===== src/rtl/round_judge.sv =====
// Rock/paper/scissors round judge: captures both player choices, reports the one-hot combination,
// keeps both scores and flags the match winner. Define ROUND_JUDGE_DRAW_CNT_EN to build the draw counter.
//
// state   | meaning
// COLLECT | waiting for both players to lock a valid choice
// RESULT  | combination and scores presented, waiting for round_ack
// OVER    | a player reached WIN_SCORE, holding until new_game
module round_judge #(
  parameter int WIN_SCORE = 3,
  parameter int SCORE_W   = 2
) (
  input  logic               clk,
  input  logic               reset,
  input  logic               new_game,
  input  logic [1:0]         p1_sel,
  input  logic               p1_lock,
  input  logic [1:0]         p2_sel,
  input  logic               p2_lock,
  input  logic               round_ack,
  output logic               p1_locked,
  output logic               p2_locked,
  output logic [8:0]         combo,
  output logic               match_over,
  output logic               p1_won,
  output logic [SCORE_W-1:0] p1_score,
  output logic [SCORE_W-1:0] p2_score,
  output logic [3:0]         draws
);

  localparam logic [SCORE_W-1:0] WIN_S = SCORE_W'(WIN_SCORE);

  typedef enum logic [1:0] {
    COLLECT = 2'd0,
    RESULT  = 2'd1,
    OVER    = 2'd2
  } state_t;

  state_t state, state_nxt;

  logic [1:0]         p1_ch, p2_ch;
  logic [1:0]         p1_ch_nxt, p2_ch_nxt;
  logic               p1_locked_nxt, p2_locked_nxt;
  logic [8:0]         combo_nxt;
  logic               match_over_nxt, p1_won_nxt;
  logic [SCORE_W-1:0] p1_score_nxt, p2_score_nxt;

  logic               p1_acc, p2_acc;
  logic               enter_result;
  logic               p1_win, p2_win;
  logic [3:0]         combo_idx;
  logic [8:0]         combo_hot;

  // Choices are only ever 0..2 once captured, so the index stays within 0..8.
  assign combo_idx = 4'(p1_ch) * 4'd3 + 4'(p2_ch);
  assign combo_hot = 9'd1 << combo_idx;

  assign p1_win = (p1_ch == 2'd1 && p2_ch == 2'd0) ||
                  (p1_ch == 2'd2 && p2_ch == 2'd1) ||
                  (p1_ch == 2'd0 && p2_ch == 2'd2);
  assign p2_win = (p2_ch == 2'd1 && p1_ch == 2'd0) ||
                  (p2_ch == 2'd2 && p1_ch == 2'd1) ||
                  (p2_ch == 2'd0 && p1_ch == 2'd2);

  assign p1_acc = (state == COLLECT) && p1_lock && !p1_locked && (p1_sel != 2'd3);
  assign p2_acc = (state == COLLECT) && p2_lock && !p2_locked && (p2_sel != 2'd3);
  assign enter_result = (state == COLLECT) && p1_locked && p2_locked && !new_game;

  always_ff @(posedge clk or negedge reset) begin
    if (!reset) state <= COLLECT;
    else        state <= state_nxt;
  end

  always_comb begin
    state_nxt = state;
    if (new_game) begin
      state_nxt = COLLECT;
    end else begin
      case (state)
        COLLECT: if (p1_locked && p2_locked) state_nxt = RESULT;
        RESULT:  if (round_ack) state_nxt = match_over ? OVER : COLLECT;
        OVER:    state_nxt = OVER;
        default: state_nxt = COLLECT;
      endcase
    end
  end

  always_comb begin
    p1_ch_nxt      = p1_ch;
    p2_ch_nxt      = p2_ch;
    p1_locked_nxt  = p1_locked;
    p2_locked_nxt  = p2_locked;
    combo_nxt      = combo;
    match_over_nxt = match_over;
    p1_won_nxt     = p1_won;
    p1_score_nxt   = p1_score;
    p2_score_nxt   = p2_score;
    if (new_game) begin
      p1_ch_nxt      = 2'd0;
      p2_ch_nxt      = 2'd0;
      p1_locked_nxt  = 1'b0;
      p2_locked_nxt  = 1'b0;
      combo_nxt      = 9'd0;
      match_over_nxt = 1'b0;
      p1_won_nxt     = 1'b0;
      p1_score_nxt   = '0;
      p2_score_nxt   = '0;
    end else begin
      if (p1_acc) begin
        p1_ch_nxt     = p1_sel;
        p1_locked_nxt = 1'b1;
      end
      if (p2_acc) begin
        p2_ch_nxt     = p2_sel;
        p2_locked_nxt = 1'b1;
      end
      if (enter_result) begin
        combo_nxt = combo_hot;
        if (p1_win && p1_score != WIN_S) p1_score_nxt = p1_score + SCORE_W'(1);
        if (p2_win && p2_score != WIN_S) p2_score_nxt = p2_score + SCORE_W'(1);
        match_over_nxt = (p1_score_nxt == WIN_S) || (p2_score_nxt == WIN_S);
        p1_won_nxt     = (p1_score_nxt == WIN_S);
      end
      if (state == RESULT && round_ack) begin
        combo_nxt     = 9'd0;
        p1_locked_nxt = 1'b0;
        p2_locked_nxt = 1'b0;
      end
    end
  end

  always_ff @(posedge clk or negedge reset) begin
    if (!reset) begin
      p1_ch      <= 2'd0;
      p2_ch      <= 2'd0;
      p1_locked  <= 1'b0;
      p2_locked  <= 1'b0;
      combo      <= 9'd0;
      match_over <= 1'b0;
      p1_won     <= 1'b0;
      p1_score   <= '0;
      p2_score   <= '0;
    end else begin
      p1_ch      <= p1_ch_nxt;
      p2_ch      <= p2_ch_nxt;
      p1_locked  <= p1_locked_nxt;
      p2_locked  <= p2_locked_nxt;
      combo      <= combo_nxt;
      match_over <= match_over_nxt;
      p1_won     <= p1_won_nxt;
      p1_score   <= p1_score_nxt;
      p2_score   <= p2_score_nxt;
    end
  end

`ifdef ROUND_JUDGE_DRAW_CNT_EN
  logic [3:0] draw_q;

  // Consecutive draws: bumps on each drawn round, cleared by any decisive one.
  always_ff @(posedge clk or negedge reset) begin
    if (!reset) begin
      draw_q <= 4'd0;
    end else if (new_game) begin
      draw_q <= 4'd0;
    end else if (enter_result) begin
      if (p1_win || p2_win)    draw_q <= 4'd0;
      else if (draw_q != 4'hf) draw_q <= draw_q + 4'd1;
    end
  end

  assign draws = draw_q;
`else
  assign draws = 4'd0;
`endif

endmodule


===== config.mk =====
export PLATFORM = sky130hd
export DESIGN_NAME = round_judge
export DESIGN_NICKNAME = d
export VERILOG_FILES = /design/src/rtl/round_judge.sv
export SDC_FILE = /design/constraint.sdc
export NUM_CORES = 1
export LEC_CHECK = 0
export CAP_MARGIN = 20
export CORE_MARGIN = 1.5
export CORE_UTILIZATION = 40
export CTS_CLUSTER_DIAMETER = 60
export DETAILED_ROUTE_END_ITERATION = 8
export MAX_ROUTING_LAYER = met4
export PLACE_DENSITY = 0.75
export SETUP_SLACK_MARGIN = 0.4
export SYNTH_ARGS = -nofsm -noshare
export SYNTH_HDL_FRONTEND = slang
export SYNTH_SLANG_ARGS = --single-unit
export TNS_END_PERCENT = 1

===== constraint.sdc =====
create_clock -name clk -period 3.4 [get_ports clk]
set_input_delay 0.68 -clock clk [delete_from_list [all_inputs] [get_ports clk]]
set_output_delay 0.68 -clock clk [all_outputs]
set_load 0.01 [all_outputs]

Yosys cells after proc, flatten, opt, wreduce, memory -nomap -nowiden
Index checks and enable logic that the tools add are counted.

storage, ports and cells
  register bits = 23
  input bits = 10

operators by class
  reduce and logical (&&, ||, !) cells = 37
  multiply operators = 1
  add/subtract/negate cells = 3
  shift-type cells = 1
  muxes and demuxes = 32
  equality and inequality tests = 14

operators with widths
  cell                                                                     number
  2-bit 2-to-1 mux                                                         18
  9-bit 2-to-1 mux                                                         3
  1-bit logical AND                                                        19
  2-bit == test, second input constant                                     5
  1-bit 2-to-1 mux                                                         10
  3-bit nonzero test                                                       3
  1-bit by 4-bit left shift with 9-bit output, first input constant        1
  2-bit inequality test, second input constant                             4
  2-bit by 1-bit == test with 1-bit output, second input constant          3
  2-bit logical NOT                                                        3
  2-bit one-hot mux with 3 select lines                                    1
  2-bit nonzero test                                                       3
  1-bit logical OR                                                         5
  2-bit by 1-bit adder with 2-bit output, second input constant            2
  4-bit by 2-bit adder with 4-bit output                                   1
  2-bit by 2-bit multiplier with 4-bit output, second input constant       1
  1-bit logical NOT                                                        3
  3-bit by 2-bit inequality test with 1-bit output, second input constant  1
  3-bit inequality test, second input constant                             1
  2-bit AND reduction                                                      1

Logic depth before layout (Yosys ltp)
Gate-level depths: netlist of run 1.

  depth after elaboration = 12
  mapped depth = 8
  gate-level depth less buffers = 8

Worst setup path after synthesis of run 1
OpenSTA, ideal clock, no wires.

  kind = register -> register
  start point = register p1_ch[0]
  end point = register combo[8]
  cell stages (with the launch flop) = 9
  clock period less this slack = 2.308 ns
  arrival time = 2.230 ns
  path buffers = 0
  path slack = 1.092 ns
  data required time = 3.322 ns
  cells stage by stage = dfrtp_1 > inv_1 > fa_1 > inv_1 > ha_1 > fa_1 > nor3_1 > nand3_1 > a21oi_1

on the way
  word-level cells in the longest chain between the ends = 6

RTL lines
  item                                         line  text
  from (decl)                                  40    logic [1:0] p1_ch, p2_ch;
  from (signal assigned)                       143   p1_ch <= p1_ch_nxt;
  2-bit by 2-bit multiplier with 4-bit output  54    assign combo_idx = 4'(p1_ch) * 4'd3 + 4'(p2_ch);
  4-bit by 2-bit adder with 4-bit output       54
  1-bit by 4-bit left shift with 9-bit output  55    assign combo_hot = 9'd1 << combo_idx;
  9-bit 2-to-1 mux                             116   if (enter_result) begin
  9-bit 2-to-1 mux                             123   if (state == RESULT && round_ack) begin
  9-bit 2-to-1 mux                             97    if (new_game) begin
  to (signal assigned)                         147   combo <= combo_nxt;
  to (decl)                                    22    output logic [8:0] combo,

No other way between the ends. The select of a mux whose other input is x is not followed.
A chain may end at the register's enable or synchronous reset.

Final worst setup path of run 1
Same ends and word-level chain as after synthesis.

==> results of run 1 <==
-- report_power, final --
part	internal, mW	switching (mW)	leakage [nW]
combinational	0.0452	0.0562	0.393
clock	0.0459	0.0848	0.0150
sequential	0.281	0.00963	0.317
-- final cells by class --
cell class                 count  area (um^2)
fill                         306         1430
multi-input combinational     93          682
sequential                    23          576
timing repair buffer          27          275
tap                           44         55.1
inverter                       8         30.0
clock buffer                   4         26.3
-- registers in the layout, indices dropped and copies added, names as in the netlist --
signal,count
state,2
p2_ch,2
p1_won,1
p2_score,2
p2_locked,1
p1_ch,2
match_over,1
combo,9
p1_score,2
p1_locked,1
-- cells in the final DEF (no fill, tap or decap), drive strengths merged, types with 3 or more instances in the layout --
cell type       n
ha              7
dfrtp          23
o21ai           5
clkdlybuf4s50  26
inv             8
xnor2           3
mux2i           5
nor2           16
nor3            3
clkbuf          4
nand2          14
conb            4
a21oi           7
nand3           4
-- logic make-up after synthesis --
| family | after synthesis |
|---|---|
| simple gates | 49 |
| flops | 23 |
| compound gates | 21 |
| buf+inv | 13 |
| fa+ha+maj | 9 |
| mux | 7 |
| xor+xnor | 3 |
| other cells | 1 |
-- path summary, 6_finish.rpt --
check / end / slack [ns]
worst max-delay path: combo[8] / 0.92
worst max register to register: combo[8] / 0.92
max in group asynchronous: combo[0] / 2.24
worst min register to register: p1_won / 0.49
min in group asynchronous: p1_ch[1] / 0.68
worst min-delay path: p1_won / 0.49
-- metal layers --
metal	up-vias	track usage	share of wire
met4	0	0.0476	0.0083
li1	490	-	-
met3	2	0.0476	0.043
met1	489	0.204	0.44
met2	30	0.270	0.51
met5	-	-	0
-- through the flow --
stage                     hold slack, ns  power, mW
after global placement             0.462      0.393
after CTS                          0.499      0.528
after detailed placement           0.469      0.395
after floorplan                    0.384      0.360
after global routing               0.528      0.554
final                              0.494      0.522
-- tightest hold or removal path: cells and delay by family, from the launching register on --
kind | cells | cell delay [ns]
DFF | 1 | 0.37
and+or+nand+nor | 2 | 0.11
==> results.cfg, run 1 <==
[global_route]
grt_use_total = 0.167
grt_max_degree = 24
antenna_found_initial = 0
grt_pass1_wl_um = 4440
overflow = 0
first_global_vias = 1037

[sta]
worstMarginPinSlew_ns = 0.532
tns_ns = 0
fin_ws_ns = 0.917
finClkSkew_ns = 0.00936
maxSlewViolCount = 0
setup_viol = 0
fin_crit_ns = 2.48
rsz0062_at_grt = false
finalHoldViolCount = 0
min_period_over_period = 0.730
slew_headroom = 0.644
fmax_ghz = 0.403

[clocking]
htree_levels = 1
cts.clk_slew.worst_paths_ns = 0.13
cts.sinks = 23
cts_root_buf = clkbuf_4
clk_latency_ns = 0.32
cts_hold_buffers = 0
cts_buffers = 3
cts_setup_buffers = 0
cts_tree = done
cts_resized = 0
clk_path_buf_depth = 2

[logic_synthesis]
synthMuxAreaShare = 0.0583
ys_warn_count = 0
syn_area_um2 = 1310
netlist_instances = 126
synth_xor_area_frac = 0.0201
synth_top_family_by_area = simple AND/OR/NAND/NOR gates
ys_ff_latch = 23
synth_compound_area_frac = 0.120
avgSynthCellArea_um2 = 10.4
synth-simple-area-share = 0.213
synth_common_cells = 23 x dfrtp_1, 14 x nand2_1, 14 x nor2_1, 8 x inv_1, 7 x ha_1
synth-edff-count = 0
synth_top_area_cell = dfrtp_1
synth_adder_area_share = 0.0974
seq_area_frac_synth = 0.439
ys_dominant_reg_cell = dfrtp_1
async_flop_share = 1.00
synth_top_area_share = 0.439
yosysUniqueCellTypes = 41
synth_area_leaders = dfrtp_1 44%, ha_1 6.7%, nand2_1 4.0%, nor2_1 4.0%, mux2i_1 3.8%
synth_most_common_cell = dfrtp_1

[detailed_routing]
vias = 1011
drc_errors = 0
drt-vias-per-instance = 5.08
dr.pass1.iters = 4
antenna_left = 0
drt_wl_total_um = 2520
drt_iter0_markers = 16
post_drt_wl_per_cell_um = 12.7

[floorplanning]
die_w_um = 60.2
start_util = 0.426
rows = 20
core_um2 = 3080
io-pin-count = 31
die_height_um = 60.2
dieArea_um2 = 3630

[min_path]
hp-class = flop to flop
worstHoldStart = p1_won
holdPathStages = 2

[setup_path]
endpoint_kind = flop
reg2regPathDepth = 8
crit_cells = 8
path_cells = inv_1 > fa_1 > inv_1 > ha_1 > fa_1 > nor3_1 > nand3_1 > a21oi_1
path_buf_inv = 2
slowest_delay_ns = 0.58
crit_family = adder cells
crit_type = flop to flop
cp-start-kind = flop
cp.required_ns = 3.65
timing.rr.start = p1_ch[0]
critPathMaxFanout = 6
crit_path_start = p1_ch[0]
worst_ep_arrival_time_ns = 2.73
critPathSlowestCell = fa_1

[placement]
dpl.hpwl_um = 1930
postPlaceCellArea_um2 = 1600
placed_cells = 194
place.gp.congestion = 0.913
io_buffers = 26
pre_cts_ws_ns = 0.941

[finish]
postLayoutCellArea_um2 = 1640
area_delta_synth_final_pct = 25.5
n_antenna_cell = 0
nets = 175
drive_gt1_frac = 0.110
utilization = 0.534
instances_no_fill = 199

[pwr]
peakVddDrop_mv = 0.284
power_density_nw_per_um2 = 318
power_leakage_nw = 0.725

[run_status]
status = finished clean

[flow_run]
max_cap_viol_count = 0
No activity file was read; power rests on OpenSTA's default activity.
==> run 2, diff against run 1 <==
Clock period 3.4 ns to 2.5 ns, I/O delays scaled along.
==> run 2 against run 1 <==
Effect of this change: critical path depth decreased by 1; sequential cell count unchanged; combinational power increased by 59%; setup slack got worse by 0.65 ns; first-iteration DRC count increased by 69%; utilization increased by 2.4 points; register-to-register slack got worse by 0.65 ns; critical path type unchanged.
==> results.cfg, run 2 (synthesis gave the netlist of run 1 again) <==
[floorplanning]
start_util = 0.426
rows = 20
die_w_um = 60.2
core_um2 = 3080
dieArea_um2 = 3630
io-pin-count = 31
die_height_um = 60.2

[finish]
instances_no_fill = 206
largest_reg_flops = 9
top_register = combo
layout_commonest_cell = clkdlybuf4s50_1
drive_gt1_frac = 0.204
nets = 182
area_delta_synth_final_pct = 31.0
n_antenna_cell = 0
mostFrequentLayoutCells = 26 x clkdlybuf4s50_1, 22 x dfrtp_1, 14 x nor2_1, 14 x nand2_1, 8 x buf_4

[clocking]
htree_levels = 1
cts_buffers = 3
cts.sinks = 23
clk_latency_ns = 0.31
cts_root_buf = clkbuf_4
clk_path_buf_depth = 2
cts_tree = done
cts.clk_slew.worst_paths_ns = 0.12

[sta]
maxSlewViolCount = 0
tns_ns = 0
finalHoldViolCount = 0
min_period_over_period = 0.894
fmax_ghz = 0.448
setup_viol = 0
rsz0062_at_grt = true
finClkSkew_ns = 0.00270
fin_crit_ns = 2.23

[global_route]
first_global_vias = 1104
grt_max_degree = 24
antenna_found_initial = 0
grt_use_total = 0.176
grt_pass1_wl_um = 4590
overflow = 0

[placement]
place.gp.congestion = 0.849
io_buffers = 26
placed_cells = 196
dpl.hpwl_um = 2030

[setup_path]
slowest_delay_ns = 0.59
cp.required_ns = 2.74
worst_ep_arrival_time_ns = 2.47
endpoint_kind = flop
critPathSlowestCell = fa_2
path_cells = inv_2 > fa_1 > inv_1 > ha_2 > fa_2 > nand3_2 > o31ai_2
crit_type = flop to flop
path_buf_inv = 2
crit_path_start = p1_ch[1]
crit_family = adder cells
cp-start-kind = flop
timing.rr.start = p1_ch[1]
critPathMaxFanout = 5
reg2reg_slack_ns = 0.27

[detailed_routing]
wl_met2_um = 1460
post_drt_wl_per_cell_um = 13.2
drc_errors = 0
dr.pass1.iters = 4
highest_layer = met4
drt_wl_total_um = 2720
drt-vias-per-instance = 4.95
drt-met1-wl_um = 1120
wl_met3_um = 82
vias = 1019
drt_iter0_markers = 27
antenna_left = 0

[min_path]
hp-class = flop to flop
worstHoldStart = p1_won

[flow_run]
max_cap_viol_count = 0

[pwr]
power_leakage_nw = 0.755
power_density_nw_per_um2 = 424
peakVddDrop_mv = 0.188

[run_status]
status = finished clean
==> run 2: per-layer routing <==
metal / up-vias / global-route usage
li1: 502 / -
met4: 0 / 0.0921
met1: 491 / 0.193
met5: - / -
met2: 19 / 0.304
met3: 7 / 0.0281
==> run 2: path summary, 6_finish.rpt <==
| kind | to | cells after the start |
|---|---|---|
| setup / recovery | combo[6] | 7 |
| hold / removal | p1_won | 2 |
| setup reg to reg | combo[6] | 7 |
| hold reg to reg | p1_won | 2 |
| max in group asynchronous | p1_ch[1] | 2 |
| min in group asynchronous | p1_score[0] | 2 |
==> run 2: timing repair <==
| action | CTS | global route |
|---|---|---|
| hold buffers | 0 | 0 |
| cloned | 0 | 0 |
| resized for setup | 2 | 3 |
| setup endpoints to repair | 9 | 9 |
| pin swaps | 4 | 0 |
| buffers inserted | 6 | 0 |
==> run 2: report_power, final <==
part           switching (mW)  internal, mW
Clock                   0.111        0.0624
Sequential             0.0122         0.382
Combinational          0.0863        0.0749
==> run 2: worst register-to-register path: cells and delay by family, from the launching register on <==
| kind | cells | cell delay [ns] |
|---|---|---|
| and+or+nand+nor | 1 | 0.11 |
| AOI/OAI and AO/OA | 1 | 0.24 |
| DFF | 1 | 0.39 |
| adders and majority gates | 3 | 1.32 |
| buffers and inverters | 2 | 0.10 |
==> run 2: final cells by class <==
| type | instances | area (um^2) |
|---|---|---|
| fill | 265 | 1360 |
| timing repair buffer | 34 | 320 |
| sequential | 23 | 577 |
| inverter | 8 | 30.0 |
| tap | 44 | 55.1 |
| multi-input combinational | 93 | 708 |
| clock buffer | 4 | 26.3 |
==> run 2: stage by stage <==
stage               instance area (um^2)  setup WS, ns  hold slack [ns]  total power [mW]   util
detailed placement                  1630         0.194            0.467             0.546  0.530
finish                              1720         0.266            0.495             0.729  0.558
global placement                    1630         0.259            0.465             0.541  0.530
floorplan                           1340         0.326            0.204             0.495      -
CTS                                 1710         0.286            0.502             0.732  0.554
global route                        1720         0.183            0.531             0.766  0.558
==> run 3, diff against run 2 <==
Settings changed: CORE_UTILIZATION 40 to 44, PLACE_DENSITY 0.75 to 0.84.
Clock period 2.5 ns to 1.95 ns, I/O delays scaled along.
==> run 3 against run 2 <==
Effect of this change: the run now ends with setup timing left; utilization up 9.3 points; via count up 7.7%; critical path depth up 1; sequential power up 28%; cell area up 5.4%; clock power up 31%; clock-buffer cell count down 1; maximum frequency down 2.4%; non-clock buffer count up 4.
==> results.cfg, run 3 (synthesis gave the netlist of run 1 again) <==
[run_status]
status = finished, violations left
violations = setup timing

[floorplanning]
die_w_um = 57.6
io-pin-count = 31
rows = 19
dieArea_um2 = 3310
start_util = 0.471
core_um2 = 2780
die_height_um = 57.6

[finish]
area_delta_synth_final_pct = 38.1
mostFrequentLayoutCells = 23 x dfrtp_1, 17 x dlygate4sd2_1, 14 x nand2_1, 12 x nor2_1, 11 x buf_4
largest_reg_flops = 9
n_antenna_cell = 0
layout_commonest_cell = dfrtp_1
drive_gt1_frac = 0.277
nets = 186
top_register = combo
fillerInstances = 206

[pwr]
power_leakage_nw = 0.868
p_total_uw = 977
power_density_nw_per_um2 = 540
peakVddDrop_mv = 0.504

[sta]
maxSlewViolCount = 0
setup_viol = 9
tns_ns = -2.33
finClkSkew_ns = 0.00247
fmax_ghz = 0.437
fin_ws_ns = -0.338
rsz0062_at_grt = true
min_period_over_period = 1.17
fin_crit_ns = 2.29
finalHoldViolCount = 0

[detailed_routing]
drc_errors = 0
antenna_left = 0
dr.pass1.iters = 5
drt-vias-per-instance = 5.57
post_drt_wl_per_cell_um = 15.7
drt_iter0_markers = 25
vias = 1097
drt_wl_total_um = 3100

[global_route]
grt_use_total = 0.216
grt_pass1_wl_um = 5190
overflow = 0
grt_max_degree = 24
first_global_vias = 1133
antenna_found_initial = 0

[min_path]
hp-class = input pin to async pin

[clocking]
cts_buffers = 3
clk_latency_ns = 0.32
cts.clk_slew.worst_paths_ns = 0.13
cts_hold_buffers = 0
cts_tree = done
htree_levels = 1
clk_path_buf_depth = 2
cts_root_buf = clkbuf_4
cts.sinks = 23

[setup_path]
endpoint_kind = flop
cp.required_ns = 2.18
cp-start-kind = flop
critPathMaxFanout = 4
reg2reg_slack_ns = -0.34
crit_type = flop to flop
worst_ep_arrival_time_ns = 2.52

[placement]
pre_cts_ws_ns = -0.319
io_buffers = 26
place.gp.congestion = 0.815
dpl.hpwl_um = 2200

[flow_run]
max_cap_viol_count = 0
## run 3: cell types whose count changed in the layout (fill, tap and decap cells not counted), moves of 2 or more
cell,change
dlygate4sd2_1,+17
nor2_1,-2
buf_4,+3
clkdlybuf4s50_1,-17
ha_4,+3
o21ai_0,-2
ha_1,-3
## run 3: metrics by stage
step	util	instance area, um^2	hold WS [ns]	cells
5_1_grt	0.650	1810	0.433	197
3_5_place_dp	0.605	1680	0.477	192
4_1_cts	0.623	1730	0.411	197
3_3_place_gp	0.605	1680	0.464	192
6_report	0.650	1810	0.397	197
2_1_floorplan	-	1340	0.0944	129
## run 3: what timing repair did
item,CTS,global route
setup buffers,1,0
pin swaps,11,15
endpoints found under the setup margin,32,15
resized for setup,25,15
## run 3: path summary, 6_finish.rpt
check	start	end	cells after the start
worst max-delay path	p1_ch[0]	combo[7]	8
worst min-delay path	reset	p1_score[0]	2
worst max register to register	p1_ch[0]	combo[7]	8
worst min register to register	combo[5]	combo[5]	1
max in group asynchronous	reset	match_over	2
min in group clk	combo[5]	combo[5]	1
## run 3: metal layers
layer | global-route usage | vias to the layer above | routed length (um)
met4 | 0.116 | 0 | 106
met3 | 0.0385 | 9 | 103
met1 | 0.254 | 546 | 1240
met5 | - | - | 0
li1 | - | 512 | -
met2 | 0.351 | 30 | 1650
## run 3: final cells by class
cell class,instances,area (um^2),area share
multi-input cells,93,805,0.445
flip-flops and latches,23,576,0.318
repair buffers,38,333,0.184
clock buffers,3,22.5,0.0124
inverters,8,30.0,0.0166
well taps,31,38.8,0.0214
clock inverters,1,5.00,0.00277
## run 3: where the power goes
part	internal, mW	switching [mW]	total (mW)
logic	0.113	0.135	0.248
registers	0.489	0.0134	0.503
clock network	0.0770	0.149	0.226
total	0.679	0.298	0.977
## run 3: critical path, cell delays in order (launching register included)
cell,delay [ns]
dfrtp_1,0.39
inv_2,0.06
fa_1,0.55
inv_1,0.06
ha_2,0.19
fa_2,0.41
nor2_2,0.17
nand3_2,0.12
o31ai_2,0.24
